--- src/rtl/pool_pkg.sv ---
// Shared definitions for the max-pool layer sequencer.
//   pool_state_e      : sequencer FSM states
//   MIN_ROW_GAP       : smallest idle gap between rows, so pool_vld always falls between rows
//   STRIDE2 / STRIDE1 : encodings of cfg_stride / pool_stride
//   expected_outputs(): number of pool outputs a layer produces for a given stride and side N
package pool_pkg;

  typedef enum logic [2:0] {
    StIdle,
    StPad,
    StRow,
    StGap,
    StDrain,
    StDone
  } pool_state_e;

  localparam int unsigned MIN_ROW_GAP = 2;

  localparam logic STRIDE2 = 1'b0;
  localparam logic STRIDE1 = 1'b1;

  localparam int unsigned OUT_CNT_W = 11;
  localparam logic [OUT_CNT_W-1:0] OUT_CNT_MAX = '1;

  // Stride 1 yields N*N outputs, stride 2 yields (N/2)*(N/2). N <= 32, so the result fits 11 bits.
  function automatic logic [OUT_CNT_W-1:0] expected_outputs(input logic       stride,
                                                            input logic [5:0] fm_size);
    logic [OUT_CNT_W-1:0] side;
    side = (stride == STRIDE1) ? {5'd0, fm_size} : {6'd0, fm_size[5:1]};
    return side * side;
  endfunction

endpackage

--- src/rtl/vld_delay_line.sv ---
// Fixed-latency delay line that aligns the pool input-valid with feature-RAM read data.
//   sclk, s_rst_n : clock, asynchronous active-low reset
//   vld_i         : read enable issued this cycle
//   vld_o         : vld_i delayed by RD_LAT cycles
// The line shifts every cycle regardless of the sequencer state.
module vld_delay_line #(
  parameter int unsigned RD_LAT = 1
) (
  input  logic sclk,
  input  logic s_rst_n,
  input  logic vld_i,
  output logic vld_o
);

  logic [RD_LAT-1:0] sr_q, sr_d;

  always_comb begin
    sr_d[0] = vld_i;
    for (int i = 1; i < RD_LAT; i++) begin
      sr_d[i] = sr_q[i-1];
    end
  end

  always_ff @(posedge sclk or negedge s_rst_n) begin
    if (!s_rst_n) begin
      sr_q <= '0;
    end else begin
      sr_q <= sr_d;
    end
  end

  assign vld_o = sr_q[RD_LAT-1];

endmodule

--- src/rtl/pool_layer_ctrl.sv ---
// Layer-level sequencer for the 8-channel max-pool datapath.
// A start pulse latches the layer config, pulses padding_start, then scans the feature buffer
// row by row (N reads per row, idle gap between rows), feeds pool_vld through the RAM-latency
// delay line, counts returned pool outputs and finishes with layer_done (or layer_err on a
// drain timeout).
//   sclk, s_rst_n                : clock, asynchronous active-low reset
//   layer_start                  : one-cycle start pulse, accepted only when idle
//   cfg_stride/fm_size/base/gap  : layer config, sampled on an accepted start
//   row_stall                    : downstream not ready, honoured at row boundaries
//   pool_out_vld                 : output valid returned by the pool
//   busy, layer_done, layer_err  : layer status
//   padding_start, pool_stride   : pool control
//   rd_en, rd_addr               : feature-RAM read port
//   pool_vld                     : pool input valid (rd_en delayed by RD_LAT)
//   out_cnt                      : saturating count of pool outputs this layer
module pool_layer_ctrl
  import pool_pkg::*;
#(
  parameter int unsigned ADDR_W    = 12,
  parameter int unsigned RD_LAT    = 1,
  parameter int unsigned DRAIN_TMO = 64
) (
  input  logic              sclk,
  input  logic              s_rst_n,
  input  logic              layer_start,
  input  logic              cfg_stride,
  input  logic [5:0]        cfg_fm_size,
  input  logic [ADDR_W-1:0] cfg_base,
  input  logic [3:0]        cfg_row_gap,
  input  logic              row_stall,
  input  logic              pool_out_vld,
  output logic              busy,
  output logic              layer_done,
  output logic              layer_err,
  output logic              padding_start,
  output logic              pool_stride,
  output logic              rd_en,
  output logic [ADDR_W-1:0] rd_addr,
  output logic              pool_vld,
  output logic [10:0]       out_cnt
);

  localparam int unsigned TMO_W = $clog2(DRAIN_TMO + 1);

  pool_state_e          state_q, state_d;
  logic                 stride_q, stride_d;
  logic [5:0]           n_q, n_d;
  logic [3:0]           gap_len_q, gap_len_d;
  logic [OUT_CNT_W-1:0] exp_q, exp_d;
  logic [ADDR_W-1:0]    addr_q, addr_d;
  logic [5:0]           col_q, col_d;
  logic [5:0]           row_q, row_d;
  logic [3:0]           gap_cnt_q, gap_cnt_d;
  logic [TMO_W-1:0]     tmo_q, tmo_d;
  logic [OUT_CNT_W-1:0] out_cnt_q, out_cnt_d;
  logic                 err_q, err_d;

  logic busy_int;

  assign busy_int = state_q inside {StPad, StRow, StGap, StDrain};

  always_comb begin
    state_d   = state_q;
    stride_d  = stride_q;
    n_d       = n_q;
    gap_len_d = gap_len_q;
    exp_d     = exp_q;
    addr_d    = addr_q;
    col_d     = col_q;
    row_d     = row_q;
    gap_cnt_d = gap_cnt_q;
    tmo_d     = tmo_q;
    out_cnt_d = out_cnt_q;
    err_d     = err_q;

    if (busy_int && pool_out_vld && (out_cnt_q != OUT_CNT_MAX)) begin
      out_cnt_d = out_cnt_q + 11'd1;
    end

    unique case (state_q)
      StIdle: begin
        if (layer_start) begin
          stride_d  = cfg_stride;
          n_d       = cfg_fm_size;
          gap_len_d = (cfg_row_gap < 4'(MIN_ROW_GAP)) ? 4'(MIN_ROW_GAP) : cfg_row_gap;
          exp_d     = expected_outputs(cfg_stride, cfg_fm_size);
          addr_d    = cfg_base;
          col_d     = '0;
          row_d     = '0;
          out_cnt_d = '0;
          err_d     = 1'b0;
          state_d   = StPad;
        end
      end
      StPad: begin
        state_d = StRow;
      end
      StRow: begin
        // Rows are contiguous in the buffer, so one running address covers base + row*N + col.
        addr_d = addr_q + 1'b1;
        if (col_q == n_q - 6'd1) begin
          col_d     = '0;
          gap_cnt_d = '0;
          // Counts cycles since the last read; the last read itself is cycle 0.
          tmo_d     = TMO_W'(1);
          if (row_q == n_q - 6'd1) begin
            state_d = StDrain;
          end else begin
            row_d   = row_q + 6'd1;
            state_d = StGap;
          end
        end else begin
          col_d = col_q + 6'd1;
        end
      end
      StGap: begin
        if (gap_cnt_q >= gap_len_q - 4'd1) begin
          if (!row_stall) begin
            state_d = StRow;
          end
        end else begin
          gap_cnt_d = gap_cnt_q + 4'd1;
        end
      end
      StDrain: begin
        // A count match wins over a simultaneous timeout.
        if (out_cnt_q == exp_q) begin
          state_d = StDone;
        end else if (tmo_q >= TMO_W'(DRAIN_TMO - 1)) begin
          err_d   = 1'b1;
          state_d = StDone;
        end else begin
          tmo_d = tmo_q + 1'b1;
        end
      end
      StDone: begin
        state_d = StIdle;
      end
      default: begin
        state_d = StIdle;
      end
    endcase
  end

  always_ff @(posedge sclk or negedge s_rst_n) begin
    if (!s_rst_n) begin
      state_q   <= StIdle;
      stride_q  <= STRIDE2;
      n_q       <= '0;
      gap_len_q <= '0;
      exp_q     <= '0;
      addr_q    <= '0;
      col_q     <= '0;
      row_q     <= '0;
      gap_cnt_q <= '0;
      tmo_q     <= '0;
      out_cnt_q <= '0;
      err_q     <= 1'b0;
    end else begin
      state_q   <= state_d;
      stride_q  <= stride_d;
      n_q       <= n_d;
      gap_len_q <= gap_len_d;
      exp_q     <= exp_d;
      addr_q    <= addr_d;
      col_q     <= col_d;
      row_q     <= row_d;
      gap_cnt_q <= gap_cnt_d;
      tmo_q     <= tmo_d;
      out_cnt_q <= out_cnt_d;
      err_q     <= err_d;
    end
  end

  vld_delay_line #(
    .RD_LAT(RD_LAT)
  ) u_vld_delay_line (
    .sclk   (sclk),
    .s_rst_n(s_rst_n),
    .vld_i  (rd_en),
    .vld_o  (pool_vld)
  );

  assign busy          = busy_int;
  assign layer_done    = (state_q == StDone);
  assign layer_err     = err_q;
  assign padding_start = (state_q == StPad);
  assign pool_stride   = stride_q;
  assign rd_en         = (state_q == StRow);
  assign rd_addr       = addr_q;
  assign out_cnt       = out_cnt_q;

endmodule

--- config.mk ---
export PLATFORM = sky130hd
export DESIGN_NAME = pool_layer_ctrl
export DESIGN_NICKNAME = d
export VERILOG_FILES = /design/src/rtl/pool_pkg.sv /design/src/rtl/vld_delay_line.sv /design/src/rtl/pool_layer_ctrl.sv
export SDC_FILE = /design/constraint.sdc
export NUM_CORES = 1
export LEC_CHECK = 0
export CAP_MARGIN = 20
export CORE_MARGIN = 5
export CORE_UTILIZATION = 44
export CTS_BUF_LIST = sky130_fd_sc_hd__clkbuf_8
export DETAILED_ROUTE_END_ITERATION = 6
export PLACE_DENSITY_LB_ADDON = 0.12
export SLEW_MARGIN = 5
export SYNTH_ARGS = -nofsm -noshare
export SYNTH_HDL_FRONTEND = slang
export SYNTH_SLANG_ARGS = --single-unit
--- constraint.sdc ---
create_clock -name sclk -period 6.1 [get_ports sclk]
set_input_delay 1.22 -clock sclk [delete_from_list [all_inputs] [get_ports sclk]]
set_output_delay 1.22 -clock sclk [all_outputs]
set_load 0.02 [all_outputs]
== Word level (Yosys, flattened, before mapping) ==
Index checks and enable logic that the tools add are counted.

* $add $sub $neg: 8
* $mul: 1
* Order comparisons: 3
* Equal/unequal tests: 19
* Mux-type cells: 32
* Reductions and logical operators: 15

{| class="wikitable"
|+ Operators with widths
! kind !! count
|-
| $mux W11 || 3
|-
| $mux W6 || 5
|-
| $pmux W12 S2 || 1
|-
| $pmux W6 S2 || 2
|-
| $mux W3 || 7
|-
| $mux W7 || 3
|-
| $pmux W3 S5 || 1
|-
| $ne A2 B2 Y1 const B || 7
|-
| $pmux W7 S2 || 1
|-
| $add A12 B1 Y12 const B || 1
|-
| $add A6 B1 Y6 const B || 2
|-
| $eq A6 B6 Y1 || 2
|-
| $mux W12 || 1
|-
| $mux W4 || 3
|-
| $reduce_and A4 Y1 || 3
|-
| $add A11 B1 Y11 const B || 1
|-
| $eq A11 B11 Y1 || 1
|-
| $mul A6 B6 Y11 || 1
|-
| $ne A11 B11 Y1 const B || 1
|-
| $pmux W4 S2 || 1
|-
| $reduce_bool A2 Y1 || 4
|-
| $add A7 B1 Y7 const B || 1
|-
| $ge A7 B6 Y1 const B || 1
|-
| $eq A3 B2 Y1 const B || 2
|-
| 17 further kinds || 23
|}

* Bits in registers: 73
* Input bits: 28
* Output and inout bits: 30

== Depth between registers and ports, before layout ==
Gate-level depths: netlist of run 1.

* Depth after elaboration: 7
* Gate-level depth with buffers: 19

== Modules after synthesis ==
Synthesis of run 1 repeated with hierarchy kept, for this count alone.

* Cells, all modules: 511
* Area total of the unflattened synthesis: 4,629.4 um^2

{| class="wikitable"
|+ By module, submodules not included
! module !! times used !! cells each !! area an instance (um^2) !! sequential area each (um^2)
|-
| pool_layer_ctrl || 1 || 510 || 4,604.4 || 1,776.7
|-
| vld_delay_line || 1 || 1 || 25.0 || 25.0
|}

== Worst setup path before layout of run 1 ==
Ideal clock, no wire load.

* Path type: input to register
* From: input port cfg_stride
* To: register exp_q[9]
* Data arrival time: 4.630 ns
* Slack: 1.334 ns
* Cell stages on the path: 14
* Cell sequence: clkbuf_1 > clkbuf_1 > a32oi_1 > fa_1 > fa_1 > inv_1 > fa_1 > ha_1 > a21o_1 > a21oi_1 > o21ai_0 > a21oi_1 > xor2_1 > o21ai_0

* Word-level cells in the longest chain between the ends: 2

{| class="wikitable"
|+ RTL lines
! what !! RTL line !! source
|-
| start, declared || pool_layer_ctrl.sv:26 || <nowiki>input logic cfg_stride,</nowiki>
|-
| $mux W6 || pool_pkg.sv:29 || <nowiki>side = (stride == STRIDE1) ? {5'd0, fm_size} : {6'd0, fm_size[5:1]};</nowiki>
|-
| $mul A6 B6 Y11 || pool_pkg.sv:30 || <nowiki>return side * side;</nowiki>
|-
| end signal, assigned || pool_layer_ctrl.sv:164 || <nowiki>exp_q <= exp_d;</nowiki>
|-
| end, declared || pool_layer_ctrl.sv:49 || <nowiki>logic [OUT_CNT_W-1:0] exp_q, exp_d;</nowiki>
|}

Every way passes these cells.
A chain may end at the register's enable or synchronous reset.

== Worst setup path after layout of run 1 ==
* From: input port cfg_stride
* To: register exp_q[10]

Same word-level chain as after synthesis.

==> impl_metrics.json, run 1 <==
{
  "num-fill-cells": 993,
  "drive_gt1_share_pct": 5.017,
  "leakagePower_uw": 0.002634,
  "critPathMaxFanout": 11,
  "hold_viol_final": 0,
  "htreeDepth": 3,
  "met3_usage_pct": 4.011,
  "dieArea_um2": 12810,
  "status": "finished, final reports clean",
  "hold_buffers": 0,
  "cts_tree": "done",
  "antennaDiodeCount": 0,
  "yosysWarnings": 0,
  "ctsResizeCount": 0,
  "p_per_area_nw_per_um2": 458.9,
  "tightest_slew_ns": 0.9206,
  "rsz0062_at_grt": "false",
  "cts_root_buf": "clkbuf_8",
  "cts_buffer_depth": 2,
  "die_w_um": 113.2,
  "synth_top_area_share_pct": 38.47,
  "routed_via_density": 5.332,
  "syn_avg_cell_area_um2": 8.989,
  "fin_nets": 633,
  "path_class": "primary input to flop",
  "synth.distinct_cells": 57,
  "dp_hpwl_mm": 7.809,
  "rows": 37,
  "drt_first_iter_violations": 187,
  "dpl_worst_slack_ns": 0.6570,
  "wl_per_cell_um": 14.99,
  "synth-main-ff-cell": "dfrtp_1",
  "cp.arrival_ns": 5.29,
  "synthArstFlopShare_pct": 100.0,
  "cp.required_ns": 6.35,
  "core_region_area_um2": 10370,
  "post_cts_buffers": 0,
  "grt_pass1_vias": 3850,
  "finalCritPeriodShare_pct": 82.74,
  "grt_max_degree": 73,
  "clock_latency_ns": 0.35,
  "area_growth_pct": 19.88,
  "clock_sinks": 72,
  "yosys-top-cells-area": "dfrtp_1 38%, ha_1 6.4%, nand2_1 6.3%",
  "synthCells": 521,
  "ys_ff_latch": 72,
  "antenna_found_initial": 0,
  "grt_pass1_wl_mm": 18.75,
  "place.gp.congestion": 0.8430,
  "finalPower_uw": 2576,
  "first_pass_iters": 4,
  "slew_violations": 0,
  "setup_slack_ns": 1.053,
  "grt_overflow_total": 0,
  "drt-total-wl_mm": 10.70,
  "max_cap_violations": 0,
  "synth_edf_count": 0,
  "max_freq_mhz": 198.1,
  "port_buffers": 57,
  "use_met2_pct": 28.36,
  "finalClockSkew_ns": 0.01009,
  "synth_top_area_cell": "dfrtp_1",
  "syn_area_um2": 4683,
  "setup_viol_count_final": 0,
  "grt_usage_pct": 18.00,
  "synth.most_common_cell": "nand2_1",
  "seq_area_frac_synth_pct": 38.47,
  "slew_headroom_pct": 38.63,
  "ys_top_cells_by_count": "78 x nand2_1, 72 x dfrtp_1, 37 x nor2_1",
  "synth_fp_nets": 581,
  "period_needed_ns": 5.047,
  "clk_pin_slew_ns": 0.08,
  "cp-start-kind": "primary input",
  "die_y_um": 113.2,
  "post-route-util_pct": 54.14,
  "start_util_pct": 45.16,
  "ant_nets": 0,
  "fin_tns_setup_ns": 0,
  "crit_path_end_kind": "flop",
  "irDropWorstVdd_mv": 0.2365,
  "grt_use_met1_pct": 24.54,
  "drc_errors": 0,
  "via_count": 3807,
  "ios": 58,
  "worstHoldPathType": "flop to flop",
  "cts_buffers": 9,
  "top_usage_layer": "met2"
}
[state kept, by name, indices dropped and copies added, names as in the netlist, 6 cells and up]
register  flops
out_cnt      11
row_q         6
exp_q        10
tmo_q         7
col_q         6
n_q           6
rd_addr      12
[cells in the final DEF, fill, tap and decap left out, types with 3 or more instances in the layout]
cell / instances
nor3_1: 10
inv_1: 33
o22ai_1: 4
buf_4: 4
and4_1: 5
a31oi_1: 5
xnor2_1: 21
dfrtp_1: 72
xnor3_1: 3
fa_1: 8
nor2_1: 37
nand4_1: 10
nand3_1: 20
clkdlybuf4s50_1: 56
ha_1: 24
nor2b_1: 5
clkbuf_8: 12
a22o_1: 3
o32ai_1: 3
nand2b_1: 10
o21ai_0: 35
a21o_1: 6
nor3b_1: 3
and3_1: 12
mux2i_1: 9
bufinv_16: 3
xor2_1: 25
nand2_1: 78
a21oi_1: 21
and2_1: 7
[worst max-delay path: stages]
cell and delay [ns]:
clkdlybuf4s50_1 0.63, nor2b_1 0.10, a21oi_1 0.32, nand2b_1 0.18, fa_1 0.47, fa_1 0.56, inv_1 0.06, fa_1 0.48
ha_1 0.34, and3b_1 0.21, o21a_1 0.18, o21ai_0 0.22, a21oi_1 0.12, mux2i_1 0.15, nand2_1 0.06
[through the flow]
stage          cells  cell area (µm²)  hold WS (ns)
4_1_cts          714             5614        0.5058
6_report         714             5614        0.4989
3_5_place_dp     698             5350        0.4898
2_1_floorplan    521             4683        0.4623
3_3_place_gp     698             5350        0.4779
5_1_grt          714             5614        0.5241
[area by class of cell]
| cell class | count | area (µm²) | share of cell area (%) |
|---|---|---|---|
| clock buffer | 12 | 165.2 | 2.942 |
| clock inverter | 4 | 98.84 | 1.761 |
| inverter | 33 | 123.9 | 2.206 |
| multi-input combinational | 396 | 2659 | 47.36 |
| sequential | 72 | 1802 | 32.09 |
| tap | 136 | 170.2 | 3.031 |
| timing repair buffer | 61 | 595.6 | 10.61 |
[path summary, 6_finish.rpt]
kind	depth (start not counted)	endpoint	start	slack, ns
setup reg to reg	7	row_q[4]	state_q[2]	3.44
hold reg to reg	2	exp_q[5]	exp_q[5]	0.50
hold / removal	2	exp_q[5]	exp_q[5]	0.50
setup / recovery	15	exp_q[10]	cfg_stride	1.05
max in group asynchronous	2	row_q[2]	s_rst_n	4.42
min in group asynchronous	2	exp_q[10]	s_rst_n	1.08
[kinds of logic after synthesis]
family / Yosys count / share of synthesized area (%)
xor+xnor: 49 / 10.05
buf+inv: 53 / 4.755
compound gates: 94 / 12.32
flops: 72 / 38.47
fa+ha+maj: 32 / 9.832
simple gates: 212 / 22.66
mux: 9 / 1.924
[routing by layer]
| metal | part of all wire [%] | wire length [µm] | vias up |
|---|---|---|---|
| li1 | - | - | 1894 |
| met1 | 49 | 5259 | 1851 |
| met2 | 47 | 5044 | 54 |
| met3 | 2.7 | 291 | 8 |
| met4 | 0.99 | 106 | 0 |
| met5 | 0 | 0 | - |
[where the power goes]
group	internal (µW)	switching, µW
combinational	566	642
sequential	657	225
clock	306	181
Note: power is estimated with default switching activity, not from simulation.
==> inputs of run 2 (changes only) <==
Clock period 6.1 ns to 4.18 ns, I/O delays scaled along.
==> run 2 against run 1 <==
Die area stayed put. Utilization grew 2.7 points. Via count increased by 3.2%. Largest power group unchanged. Power up 46%. Critical path type unchanged. First-iteration DRC count fell by 11%. Cell count is 4.3% higher. Sequential share of layout area fell by 1.5 points. Count of clock-buffer cells in the layout down 3. Clock skew increased by 0.0037 ns.
==> impl_metrics.json, run 2 (synthesis results as in run 1) <==
{
  "status": "finished, final reports clean",
  "antennaDiodeCount": 0,
  "min_from": "exp_q[4]",
  "grt_pass1_vias": 3913,
  "cp-start-kind": "primary input",
  "clk_pin_slew_ns": 0.08,
  "layout_commonest_cell": "nand2_1",
  "crit_slowest_cell": "fa_1",
  "cts_tree": "done",
  "hold_viol_final": 0,
  "finalCritPeriodShare_pct": 96.03,
  "critPathMaxStageDelay_ns": 0.52,
  "path_class": "primary input to flop",
  "place.gp.congestion": 0.8808,
  "htreeDepth": 3,
  "core_region_area_um2": 10370,
  "tightest_slew_ns": 0.7816,
  "grt_max_degree": 49,
  "fin_nets": 664,
  "critPathMaxFanout": 3,
  "first_pass_iters": 5,
  "irDropWorstVdd_mv": 0.2761,
  "die_w_um": 113.2,
  "grt_overflow_total": 0,
  "r2r_slack_ns": 1.65,
  "cp.required_ns": 4.40,
  "p_per_area_nw_per_um2": 638.0,
  "slew_headroom_pct": 47.89,
  "cts_buffer_depth": 2,
  "port_buffers": 57,
  "fin_tns_setup_ns": 0,
  "start_util_pct": 45.16,
  "worstHoldPathType": "flop to flop",
  "clock_latency_ns": 0.35,
  "grt_pass1_wl_mm": 18.69,
  "cp_top_family": "adder cells",
  "cts_buffers": 9,
  "grt_usage_pct": 17.59,
  "leakagePower_uw": 0.002825,
  "cts_root_buf": "clkbuf_8",
  "r2r-end": "row_q[5]",
  "mostFrequentLayoutCells": "77 x nand2_1, 72 x dfrtp_1, 51 x clkdlybuf4s50_1",
  "max_freq_mhz": 249.1,
  "setup_slack_ns": 0.1657,
  "r2r_start": "state_q[2]",
  "dpl_worst_slack_ns": -0.5913,
  "rr_worst_depth": 7,
  "clock_sinks": 72,
  "ff_latch_area_um2": 1802,
  "wl_per_cell_um": 14.84,
  "path_common_cell": "buf_4",
  "rows": 37,
  "dieArea_um2": 12810,
  "setup_viol_count_final": 0,
  "drt-total-wl_mm": 11.05,
  "ios": 58,
  "num-fill-cells": 969,
  "whs_endpoint": "exp_q[4]",
  "period_needed_ns": 4.014,
  "ant_nets": 0,
  "crit_path_end_kind": "flop",
  "slew_violations": 0,
  "routed_via_density": 5.275,
  "max_cap_violations": 0,
  "largest_register_ff_count": 12,
  "antenna_found_initial": 0,
  "critPathBufInv": 6,
  "drc_errors": 0,
  "drt_first_iter_violations": 167,
  "area_growth_pct": 25.86,
  "crit_chain": "clkdlybuf4s50_1 -> buf_4 -> nand2_1 -> a21oi_2 -> buf_4 -> buf_4 -> ha_1 -> inv_1 -> fa_1 -> inv_1 -> fa_1 -> ha_4 -> and3b_1 -> o21a_1 -> o21ai_2 -> nand2_1 -> xnor2_1 -> o21ai_0",
  "finalClockSkew_ns": 0.01380,
  "die_y_um": 113.2,
  "holdPathStages": 2,
  "multi_input_area_um2": 2735,
  "dp_hpwl_mm": 8.022,
  "drive_gt1_share_pct": 12.64,
  "via_count": 3930,
  "cp.arrival_ns": 4.23
}
-- run 2: cell types whose count changed in the layout (fill, tap and decap cells not counted), moves of 3 or more --
cell	previous run	this run
a21oi_1	21	16
a21oi_2	0	5
buf_4	4	34
clkbuf_8	12	9
clkdlybuf4s50_1	56	51
dlymetal6s2s_1	0	4
o21ai_0	35	32
-- run 2: metal layers --
layer	share of wire (%)	up-vias	global-route usage (%)
met2	47	72	28.95
met1	48	1887	23.71
met4	0.79	0	3.766
met5	0	-	0
li1	-	1963	-
met3	3.8	8	4.118
-- run 2: worst max-delay path by stage --
stage	cells past startpoint	to	startpoint
global placement	15	exp_q[8]	cfg_stride
finish	18	exp_q[8]	cfg_fm_size[1]
CTS	15	exp_q[8]	cfg_fm_size[3]
floorplan	14	exp_q[9]	cfg_stride
detailed placement	15	exp_q[10]	cfg_fm_size[3]
global route	18	exp_q[9]	cfg_fm_size[1]
-- run 2: through the flow --
step | area (µm²) | power [µW] | cells | hold WS, ns | util, %
floorplan | 4701 | 2520 | 521 | 0.4623 | -
global placement | 5549 | 3054 | 724 | 0.4806 | 53.51
detailed placement | 5549 | 3108 | 724 | 0.4871 | 53.51
CTS | 5847 | 3783 | 742 | 0.5086 | 56.38
global route | 5894 | 4093 | 745 | 0.5399 | 56.84
finish | 5894 | 3760 | 745 | 0.5014 | 56.84
-- run 2: layout make-up --
class	instances	share of cell area (%)
multi-input cells	396	46.40
clock buffers	9	2.101
well taps	136	2.887
inverters	33	2.101
flip-flops and latches	72	30.57
repair buffers	92	14.20
clock inverters	7	1.741
-- run 2: timing repair --
action	4_1_cts	5_1_grt
setup buffers	2	3
hold buffers	0	0
gates resized for setup	15	12
setup endpoints to repair	4	5
pin swaps	6	5
-- run 2: worst reg2reg max path, cell delays in order (launching register included) --
cell      delay [ns]
dfrtp_1         0.47
nor2b_2         0.26
nand2b_1        0.31
inv_1           0.45
nand4_1         0.16
nor4b_1         0.44
nand3_1         0.17
mux2i_1         0.20
-- run 2: power breakdown --
group          switching, µW  leakage, µW  internal [µW]
clock network            290     0.000110            342
registers                326     0.000888            958
logic                    959      0.00183            885
total                   1580      0.00282           2180
==> inputs of run 3 (changes only) <==
Settings changed: CAP_MARGIN 20 to 40.
==> results of run 3 <==
The final DEF is identical to that of run 2; final timing and power are the same.
